==> src/rtl/gcbp_subimage_reader_if.sv <==
// Bus bundle between the GCBP sub-image reader, its BRAM read port and the
// downstream line consumer.
// Line stream: a line transfers on every cycle where o_line_valid & i_line_ready;
// while valid is high and ready low, the master holds o_line/o_line_idx/o_line_last.
interface gcbp_subimage_reader_if #(
  parameter int DATA_W = 128,
  parameter int ADDR_W = 9,
  parameter int IDX_W  = 7
);
  logic              o_bram_en;
  logic [ADDR_W-1:0] o_bram_addr;
  logic [DATA_W-1:0] i_bram_data;
  logic [DATA_W-1:0] o_line;
  logic              o_line_valid;
  logic              i_line_ready;
  logic [IDX_W-1:0]  o_line_idx;
  logic              o_line_last;

  modport master (
    output o_bram_en, o_bram_addr, o_line, o_line_valid, o_line_idx, o_line_last,
    input  i_bram_data, i_line_ready
  );

  modport slave (
    input  o_bram_en, o_bram_addr, o_line, o_line_valid, o_line_idx, o_line_last,
    output i_bram_data, i_line_ready
  );
endinterface

==> src/rtl/gcbp_subimage_reader.sv <==
// Streams all stored GCBP lines of one sub image out of the shared BRAM,
// absorbing the 1-cycle read latency with a 2-entry output buffer.
module gcbp_subimage_reader #(
  parameter int BRAM_DATA_WIDTH = 128,
  parameter int NUM_LINES       = 128,
  parameter int NUM_SUBIMAGES   = 4,
  parameter int ADDR_WIDTH      = 9
) (
  input  logic                             i_clk,
  input  logic                             i_resetn,
  input  logic                             i_start,
  input  logic [$clog2(NUM_SUBIMAGES)-1:0] i_subimage_sel,
  output logic                             o_busy,
  output logic [$clog2(NUM_SUBIMAGES)-1:0] o_subimage_cnt,
  output logic                             o_done,
  output logic [1:0]                       o_dbg_state,
  gcbp_subimage_reader_if.master           bus
);
  localparam int SEL_W = $clog2(NUM_SUBIMAGES);
  localparam int IDX_W = $clog2(NUM_LINES);
  localparam int CNT_W = $clog2(NUM_LINES + 1);

  typedef enum logic [1:0] {
    S_IDLE  = 2'd0,
    S_READ  = 2'd1,
    S_DRAIN = 2'd2
  } state_t;

  state_t                     state_q, state_d;
  logic [SEL_W-1:0]           sel_q;
  logic [CNT_W-1:0]           issue_cnt_q;
  logic [IDX_W-1:0]           out_cnt_q;
  logic                       inflight_q;
  logic [1:0]                 occ_q, occ_d;
  logic [BRAM_DATA_WIDTH-1:0] buf0_q, buf0_d;
  logic [BRAM_DATA_WIDTH-1:0] buf1_q, buf1_d;
  logic                       done_q;

  logic bram_en;
  logic pop;
  logic push;
  logic last_pop;
  logic start_acc;

  assign pop       = (occ_q != 2'd0) & bus.i_line_ready;
  assign push      = inflight_q;
  assign last_pop  = pop & (out_cnt_q == IDX_W'(NUM_LINES - 1));
  assign start_acc = (state_q == S_IDLE) & i_start;

  always_ff @(posedge i_clk or posedge i_resetn) begin
    if (i_resetn) state_q <= S_IDLE;
    else          state_q <= state_d;
  end

  always_comb begin
    state_d = state_q;
    case (state_q)
      S_IDLE:  if (i_start) state_d = S_READ;
      S_READ:  if (bram_en && issue_cnt_q == CNT_W'(NUM_LINES - 1)) state_d = S_DRAIN;
      S_DRAIN: if (last_pop) state_d = S_IDLE;
      default: state_d = S_IDLE;
    endcase
  end

  // A read may be issued only if its data is guaranteed a buffer slot:
  // buffered + in-flight stays at most 2 after this cycle's pop.
  always_comb begin
    bram_en = (state_q == S_READ) &&
              (issue_cnt_q < CNT_W'(NUM_LINES)) &&
              ((({1'b0, occ_q} + {2'b00, inflight_q}) <= 3'd1) || pop);
    o_busy  = (state_q != S_IDLE);
  end

  always_comb begin
    buf0_d = buf0_q;
    buf1_d = buf1_q;
    occ_d  = occ_q;
    case ({push, pop})
      2'b10: begin
        if (occ_q == 2'd0) buf0_d = bus.i_bram_data;
        else               buf1_d = bus.i_bram_data;
        occ_d = occ_q + 2'd1;
      end
      2'b01: begin
        buf0_d = buf1_q;
        occ_d  = occ_q - 2'd1;
      end
      2'b11: begin
        if (occ_q == 2'd1) begin
          buf0_d = bus.i_bram_data;
        end else begin
          buf0_d = buf1_q;
          buf1_d = bus.i_bram_data;
        end
      end
      default: ;
    endcase
  end

  always_ff @(posedge i_clk or posedge i_resetn) begin
    if (i_resetn) begin
      sel_q       <= '0;
      issue_cnt_q <= '0;
      out_cnt_q   <= '0;
      inflight_q  <= 1'b0;
      occ_q       <= 2'd0;
      buf0_q      <= '0;
      buf1_q      <= '0;
      done_q      <= 1'b0;
    end else begin
      if (start_acc) begin
        sel_q       <= i_subimage_sel;
        issue_cnt_q <= '0;
        out_cnt_q   <= '0;
      end else begin
        if (bram_en) issue_cnt_q <= issue_cnt_q + CNT_W'(1);
        if (pop)     out_cnt_q   <= out_cnt_q + IDX_W'(1);
      end
      inflight_q <= bram_en;
      occ_q      <= occ_d;
      buf0_q     <= buf0_d;
      buf1_q     <= buf1_d;
      done_q     <= (state_q == S_DRAIN) & last_pop;
    end
  end

  assign bus.o_bram_en    = bram_en;
  assign bus.o_bram_addr  = ADDR_WIDTH'(sel_q) * ADDR_WIDTH'(NUM_LINES) + ADDR_WIDTH'(issue_cnt_q);
  assign bus.o_line       = buf0_q;
  assign bus.o_line_valid = (occ_q != 2'd0);
  assign bus.o_line_idx   = out_cnt_q;
  assign bus.o_line_last  = (occ_q != 2'd0) & (out_cnt_q == IDX_W'(NUM_LINES - 1));
  assign o_subimage_cnt   = sel_q;
  assign o_done           = done_q;
  assign o_dbg_state      = state_q;
endmodule

==> src/flat_wrapper.sv <==
// flat-port wrapper written by rule: the top's interface ports become plain ports
module gcbp_subimage_reader_flat 
#(
  parameter int BRAM_DATA_WIDTH = 128,
  parameter int NUM_LINES       = 128,
  parameter int NUM_SUBIMAGES   = 4,
  parameter int ADDR_WIDTH      = 9
)
  (i_clk, i_resetn, i_start, i_subimage_sel, o_busy, o_subimage_cnt, o_done, o_dbg_state, bus_o_bram_en, bus_o_bram_addr, bus_o_line, bus_o_line_valid, bus_o_line_idx, bus_o_line_last, bus_i_bram_data, bus_i_line_ready);
  gcbp_subimage_reader_if bus_i ();
  input  logic i_clk;
  input  logic i_resetn;
  input  logic i_start;
  input  logic [$clog2(NUM_SUBIMAGES)-1:0] i_subimage_sel;
  output logic o_busy;
  output logic [$clog2(NUM_SUBIMAGES)-1:0] o_subimage_cnt;
  output logic o_done;
  output logic [1:0] o_dbg_state;
  output wire logic [$bits(bus_i.o_bram_en)-1:0] bus_o_bram_en;
  output wire logic [$bits(bus_i.o_bram_addr)-1:0] bus_o_bram_addr;
  output wire logic [$bits(bus_i.o_line)-1:0] bus_o_line;
  output wire logic [$bits(bus_i.o_line_valid)-1:0] bus_o_line_valid;
  output wire logic [$bits(bus_i.o_line_idx)-1:0] bus_o_line_idx;
  output wire logic [$bits(bus_i.o_line_last)-1:0] bus_o_line_last;
  input wire logic [$bits(bus_i.i_bram_data)-1:0] bus_i_bram_data;
  input wire logic [$bits(bus_i.i_line_ready)-1:0] bus_i_line_ready;
  assign bus_o_bram_en = bus_i.o_bram_en;
  assign bus_o_bram_addr = bus_i.o_bram_addr;
  assign bus_o_line = bus_i.o_line;
  assign bus_o_line_valid = bus_i.o_line_valid;
  assign bus_o_line_idx = bus_i.o_line_idx;
  assign bus_o_line_last = bus_i.o_line_last;
  assign bus_i.i_bram_data = bus_i_bram_data;
  assign bus_i.i_line_ready = bus_i_line_ready;
  gcbp_subimage_reader #(.BRAM_DATA_WIDTH(BRAM_DATA_WIDTH), .NUM_LINES(NUM_LINES), .NUM_SUBIMAGES(NUM_SUBIMAGES), .ADDR_WIDTH(ADDR_WIDTH)) u_core (.i_clk(i_clk), .i_resetn(i_resetn), .i_start(i_start), .i_subimage_sel(i_subimage_sel), .o_busy(o_busy), .o_subimage_cnt(o_subimage_cnt), .o_done(o_done), .o_dbg_state(o_dbg_state), .bus(bus_i));
endmodule
==> config.mk <==
export PLATFORM = sky130hd
export DESIGN_NAME = gcbp_subimage_reader_flat
export DESIGN_NICKNAME = d
export VERILOG_FILES = /design/src/rtl/gcbp_subimage_reader_if.sv /design/src/rtl/gcbp_subimage_reader.sv /design/src/flat_wrapper.sv
export SDC_FILE = /design/constraint.sdc
export NUM_CORES = 1
export LEC_CHECK = 0
export CAP_MARGIN = 25
export CORE_MARGIN = 2
export CORE_UTILIZATION = 30
export CTS_BUF_LIST = sky130_fd_sc_hd__clkbuf_16
export CTS_CLUSTER_DIAMETER = 120
export DETAILED_ROUTE_END_ITERATION = 10
export SETUP_SLACK_MARGIN = 0.02
export SLEW_MARGIN = 20
export SYNTH_ARGS = -nofsm -noshare
export SYNTH_HDL_FRONTEND = slang
export SYNTH_SLANG_ARGS = --single-unit
==> constraint.sdc <==
create_clock -name i_clk -period 8.8 [get_ports i_clk]
set_input_delay 0.88 -clock i_clk [delete_from_list [all_inputs] [get_ports i_clk]]
set_output_delay 0.88 -clock i_clk [all_outputs]
set_load 0.01 [all_outputs]
==> metrics.md, run 1 <==
| Metric | Value |
|---|---|
| Synth Area in Simple Gates | `5.78%` |
| Area grow syn2layout | `31.8%` |
| Least-Margin Pin Slew | `1.09 ns` |
| Unrepaired setup endpoints after global routing | `no` |
| WL final | `35.7 mm` |
| Post-route ant nets | `0` |
| VDD IR max | `0.319 mV` |
| Final net count | `1491` |
| Tcrit/Tclk final | `51.7%` |
| Die Span X | `210 um` |
| Placeable Area | `41900 um^2` |
| Adder-cell share of the synthesized area | `0.788%` |
| Die area | `44000 um^2` |
| Synth Flop Type | `dfrtp_1` |
| Initial Util | `30.3%` |
| Post-synth net total | `1270` |
| Largest family of logic cells by synthesized area | `compound AO/OA/AOI/OAI gates` |
| Die H | `210 um` |
| Mean number of vias per cell | `5.07` |
| Hold Path Class | `reg2reg` |
| Vias in the first global route | `9727` |
| Syn Inst Count | `1128` |
| Worst setup SP type | `input pin` |
| Post-synthesis sequential area ratio | `55.0%` |
| Postcts setup bufs | `0` |
| Initial DRC count | `663` |
| Global-route wire length before repair | `55.8 mm` |
| Clock Sinks | `279` |
| PwrDens | `408 nW/um^2` |
| Buffers on Ports | `286` |
| CP Class | `in2reg` |
| Root Buffer | `clkbuf_16` |
| Clock slew at reported path FFs | `0.06 ns` |
| YS warnings | `0` |
| Fin cells | `1912` |
| Insertion delay to the later sink of the worst-skew pair | `0.57 ns` |
| Final Max Slew Viols | `0` |
| Post-Syn Area | `12700 um^2` |
| Worst Hold Margin | `0.504 ns` |
| Initial antenna violation count | `2` |
| Post-synthesis async set-or-reset flop share | `100%` |
| Syn_area_per_cell | `11.3 um^2` |
| I/O Pins | `287` |
| Cells after DPL | `1853` |
| Max Freq | `220 MHz` |
| Multi-input logic area | `5160 um^2` |
| Compound-Gate Fraction of Synth Area | `17.5%` |
| GPL Wtd Cong | `0.770` |
| Worst slew margin | `27.2%` |
| Resize count post-CTS | `0` |
| DR WL/cell | `18.7 um` |
| GR Overflow Total | `0` |
| Fraction of layout cells with a size suffix above 1 | `13.6%` |
| MaxCap Viol Count | `0` |
| Final setup vio count | `0` |
| Worst Path Max Fanout | `49` |
| Seq. cell area | `6980 um^2` |
| Post-Synth XOR/XNOR Area | `0.345%` |
| Post-synthesis register bit count | `279` |
| Minimum clock period | `4.55 ns` |
| GRT Total Usage | `15.6%` |
| DRT Pass-1 Iters | `5` |
| Number of synthesized flops with an enable pin | `0` |
| Required @ worst endpoint | `9.25 ns` |
| Setup_tns | `0 ns` |
| DRC Markers | `0` |
| Largest net degree at the start of global routing | `173` |
| Worst Skew | `0.00814 ns` |
| Row count | `75` |
| Multiplexer share of the synthesized area | `15.8%` |
| Status | `finished, final reports clean` |
| Leak Pwr | `0.00694 uW` |
| FILL cells | `4027` |
| Synth unique cells | `44` |
| Hold buffers post-CTS | `0` |
| Final hold vios | `0` |
| CTS tree | `done` |
| Via count | `9687` |
| Diode count | `0` |
| Clock Path Buffers | `3` |
| Clock buffer count from CTS | `31` |
| CP Capture Type | `register` |
| H-tree lvl count | `1` |
| Estimated wirelength of the detail-placed design | `20.6 mm` |
| Critical path arrival | `5.00 ns` |
worst max-delay path, cell delays in order:
cell             delay, ns
clkdlybuf4s50_1       0.57
nor2b_1               0.78
ha_1                  0.41
and2_4                0.54
a211o_4               0.72
buf_4                 0.63
mux2_2                0.40
registers in the layout, indices dropped and copies added (netlist names):
| name | flops |
|---|---|
| u_core.o_subimage_cnt | 2 |
| u_core.bus.o_line | 128 |
| u_core.inflight_q | 1 |
| u_core.occ_q | 2 |
| u_core.o_done | 1 |
| u_core.issue_cnt_q | 8 |
| u_core.buf1_q | 128 |
| u_core.o_dbg_state | 2 |
| u_core.bus.o_line_idx | 7 |
synthesized netlist by cell type (9+ instances only):
master    number  share of area, %
nor2_1       139               4.1
dfrtp_1      279                55
a31oi_1      128               6.3
o21ai_0      255                10
nand2_1       11              0.33
buf_6         13               1.2
inv_1         10              0.30
mux2_4       120                14
buf_2         29               1.1
mux2_2        10              0.89
clkbuf_1      57               1.7
buf_4          9              0.53
final timing paths:
check                                   endpoint          startpoint  cells after the start  slack (ns)
setup / recovery              u_core.buf1_q[124]    bus_i_line_ready                      7        4.25
hold / removal                u_core.buf1_q[126]  u_core.buf1_q[126]                      1        0.50
setup reg to reg              u_core.buf1_q[124]     u_core.occ_q[0]                      8        4.36
hold reg to reg               u_core.buf1_q[126]  u_core.buf1_q[126]                      1        0.50
max in group asynchronous      u_core.buf1_q[81]            i_resetn                      3        6.51
min in group asynchronous  u_core.issue_cnt_q[4]            i_resetn                      2        0.83
cell type report:
cell class,instances,area share (%)
Clock buffer,31,4.64
Timing Repair Buffer,296,17.9
Multi-Input combinational cell,731,30.8
Clock inverter,26,0.680
Sequential cell,279,41.7
Tap cell,539,4.03
Inverter,10,0.269
routing by layer:
layer / share of wire (%) / vias up / GRT usage (%) / wire length, um
met4: 1.9 / 4 / 4.08 / 692
met1: 46 / 4835 / 22.0 / 16400
met5: 0.078 / - / 0 / 28
met2: 44 / 326 / 23.5 / 15700
li1: - / 4470 / - / -
met3: 8.1 / 52 / 4.41 / 2890
power breakdown:
group	internal, uW	switching, uW	total, uW
Combinational	1760	1560	3320
Sequential	1960	395	2350
Clock	633	532	1160
Total	4350	2490	6840
cell usage in the layout, fill, tap and decap left out, types with 11 or more instances in the layout:
cell type        instances
clkdlybuf4s50_1        286
dfrtp_1                279
o21ai_0                255
nor2_1                 138
a31oi_1                128
mux2_4                 120
clkbuf_16               31
inv_1                   17
nand2_1                 11
stage by stage:
step	total power (uW)	instance area, um^2	utilization [%]	worst slack [ns]
global placement	5620	15800	37.8	3.66
detailed placement	5680	15800	37.8	3.62
global route	7280	16700	40.0	4.03
floorplan	4490	12700	-	0.226
CTS	6890	16700	39.9	4.24
finish	6840	16700	40.0	4.25
cell families (layout without fill, tap and decap cells):
logic type	after synthesis	in the layout
mux	139	139
xor+xnor	5	5
fa+ha+maj	8	8
compound gates	404	404
buf+inv	118	363
simple gates	175	175
flops	279	279
Note: power is estimated with default switching activity, not from simulation.
==> run 2: changes to the inputs <==
==> constraint.sdc (replaced) <==
create_clock -name i_clk -period 4.3 [get_ports i_clk]
set_input_delay 0.43 -clock i_clk [delete_from_list [all_inputs] [get_ports i_clk]]
set_output_delay 0.43 -clock i_clk [all_outputs]
set_load 0.01 [all_outputs]
==> metrics.md, run 2 (synthesized netlist as in run 1, its figures left out) <==
| Metric | Value |
|---|---|
| Status | `finished, final reports clean (unchanged)` |
| Vias in the first global route | `9954 (was 9727)` |
| Fraction of layout cells with a size suffix above 1 | `14.0% (was 13.6%)` |
| Worst path bufs/invs | `3 (was 2)` |
| Resize count post-CTS | `0 (unchanged)` |
| DRC Markers | `0 (unchanged)` |
| Initial Util | `30.3% (unchanged)` |
| PwrDens | `836 nW/um^2 (was 408 nW/um^2)` |
| Internal power | `9020 uW (was 4350 uW)` |
| Max Freq | `312 MHz` |
| Estimated wirelength of the detail-placed design | `21.5 mm (was 20.6 mm)` |
| Final Max Slew Viols | `0 (unchanged)` |
| Minimum clock period | `3.21 ns` |
| FILL cells | `4070 (was 4027)` |
| Initial DRC count | `652 (was 663)` |
| Buffers on Ports | `286 (unchanged)` |
| Row count | `75 (unchanged)` |
| Hold buffers post-CTS | `0 (unchanged)` |
| GPL Wtd Cong | `0.797 (was 0.770)` |
| Area grow syn2layout | `32.6% (was 31.8%)` |
| Critical path arrival | `3.65 ns (was 5.00 ns)` |
| MaxCap Viol Count | `0 (unchanged)` |
| Clock buffer count from CTS | `31 (unchanged)` |
| VDD IR max | `0.622 mV (was 0.319 mV)` |
| Placeable Area | `41900 um^2 (unchanged)` |
| Clock Sinks | `279 (unchanged)` |
| P_sw | `5050 uW (was 2490 uW)` |
| Clock power share | `17.5% (was 17.0%)` |
| Initial antenna violation count | `4 (was 2)` |
| Setup_tns | `0 ns (unchanged)` |
| Least-Margin Pin Slew | `0.812 ns (was 1.09 ns)` |
| Switching Share | `35.9% (was 36.4%)` |
| Worst Path Max Fanout | `25 (was 49)` |
| Final setup vio count | `0 (unchanged)` |
| Global-route wire length before repair | `56.3 mm (was 55.8 mm)` |
| Clock slew at reported path FFs | `0.06 ns (about the same)` |
| CP Capture Type | `register (unchanged)` |
| WL final | `35.2 mm (was 35.7 mm)` |
| H-tree lvl count | `1 (unchanged)` |
| Root Buffer | `clkbuf_16 (unchanged)` |
| Most frequent cells in the layout | `286 x clkdlybuf4s50_1, 279 x dfrtp_1, 255 x o21ai_0 (unchanged)` |
| I/O Pins | `287 (unchanged)` |
| Clock Path Buffers | `3 (unchanged)` |
| Unrepaired setup endpoints after global routing | `no (unchanged)` |
| Cell breakdown of the critical path | `inv_1 > ha_1 > nor2b_1 > buf_4 > ha_1 > and2_4 > a211o_4 > buf_4 > mux2_2 (was clkdlybuf4s50_1 > nor2b_1 > ha_1 > and2_4 > a211o_4 > buf_4 > mux2_2)` |
| Die area | `44000 um^2 (unchanged)` |
| Insertion delay to the later sink of the worst-skew pair | `0.56 ns (was 0.57 ns)` |
| DRT Pass-1 Iters | `7 (was 5)` |
| GRT Total Usage | `15.7% (was 15.6%)` |
| Slowest stage cell, crit path | `a211o_4 (was nor2b_1)` |
| DR WL/cell | `18.4 um (was 18.7 um)` |
| GR Overflow Total | `0 (unchanged)` |
| Die Span X | `210 um (unchanged)` |
| Worst Skew | `0.0119 ns (was 0.00814 ns)` |
| CP max stage delay | `0.44 ns (was 0.78 ns)` |
| Tcrit/Tclk final | `74.6%` |
| Leak Pwr | `0.00697 uW (was 0.00694 uW)` |
| Hold Path Class | `in2async (was reg2reg)` |
| Commonest non-fill, non-tap cell in the layout | `clkdlybuf4s50_1 (unchanged)` |
| Die H | `210 um (unchanged)` |
| Final hold vios | `0 (unchanged)` |
| Top Family by Delay on Critical Path | `buffers and inverters (was simple AND/OR/NAND/NOR gates)` |
| Sequential power share | `34.1% (was 34.4%)` |
| CTS tree | `done (unchanged)` |
| Worst slew margin | `45.8% (was 27.2%)` |
| Overall power | `14100 uW (was 6840 uW)` |
| Mean number of vias per cell | `5.09 (was 5.07)` |
| Post-route ant nets | `0 (unchanged)` |
| Comb power frac | `48.4% (was 48.6%)` |
| Largest net degree at the start of global routing | `104 (was 173)` |
| CP Class | `reg2reg (was in2reg)` |
| Worst setup SP type | `register (was input pin)` |
| Final net count | `1499 (was 1491)` |
| Postcts setup bufs | `0 (unchanged)` |
| Via count | `9748 (was 9687)` |
| Required @ worst endpoint | `4.74 ns (was 9.25 ns)` |
-- run 2: changes by cell type in the layout (fill, tap and decap cells not counted), sizes merged --
| cell | change |
|---|---|
| clkinv | -5 |
| buf | +8 |
| inv | -4 |
| bufinv | +2 |
| diode | +3 |
-- run 2: worst paths after layout --
kind / from / end / slack (ns) / cells after the start
min reg2reg: u_core.buf1_q[125] / u_core.buf1_q[125] / 0.50 / 1
max reg2reg: u_core.occ_q[0] / u_core.buf1_q[126] / 1.09 / 9
min in group i_clk: bus_i_bram_data[29] / u_core.bus.o_line[29] / 0.47 / 3
max: u_core.occ_q[0] / u_core.buf1_q[126] / 1.09 / 9
max in group asynchronous: i_resetn / u_core.bus.o_line[57] / 3.15 / 3
min: i_resetn / u_core.buf1_q[5] / 0.15 / 2
-- run 2: power by group through the flow --
stage,sequential [uW],combinational [uW],clock [uW]
4_1_cts,4790,6900,2530
5_1_grt,4960,7390,2630
6_report,4800,6810,2460
2_1_floorplan,4930,4260,0
3_5_place_dp,4790,6900,0
3_3_place_gp,4770,6760,0
-- run 2: cell type report --
cell class              instances  area, um^2  share of cell area [%]
well taps                     539         674                    4.01
inverters                      10        41.3                   0.245
flip-flops and latches        279        6980                    41.5
diodes                          3        7.51                  0.0446
clock buffers                  31         776                    4.61
multi-input cells             731        5160                    30.6
repair buffers                304        3060                    18.2
clock inverters                19         131                   0.781
-- run 2: layer usage --
layer / global-route usage, % / up-vias / part of all wire [%]
met3: 4.08 / 56 / 7.4
li1: - / 4488 / -
met4: 4.57 / 4 / 2.2
met1: 22.2 / 4887 / 46
met2: 23.5 / 313 / 44
met5: 0 / - / 0.077
-- run 2: through the flow --
step / std cells / worst slack (ns) / cell area [um^2] / util [%] / hold slack (ns)
after floorplan: 1128 / 0.177 / 12700 / - / 0.461
after global placement: 1863 / 0.850 / 15900 / 38.0 / 0.481
after detailed placement: 1863 / 0.809 / 15900 / 38.0 / 0.485
after CTS: 1913 / 1.04 / 16800 / 40.2 / 0.131
after global routing: 1913 / 0.868 / 16800 / 40.2 / 0.143
final: 1916 / 1.09 / 16800 / 40.2 / 0.155
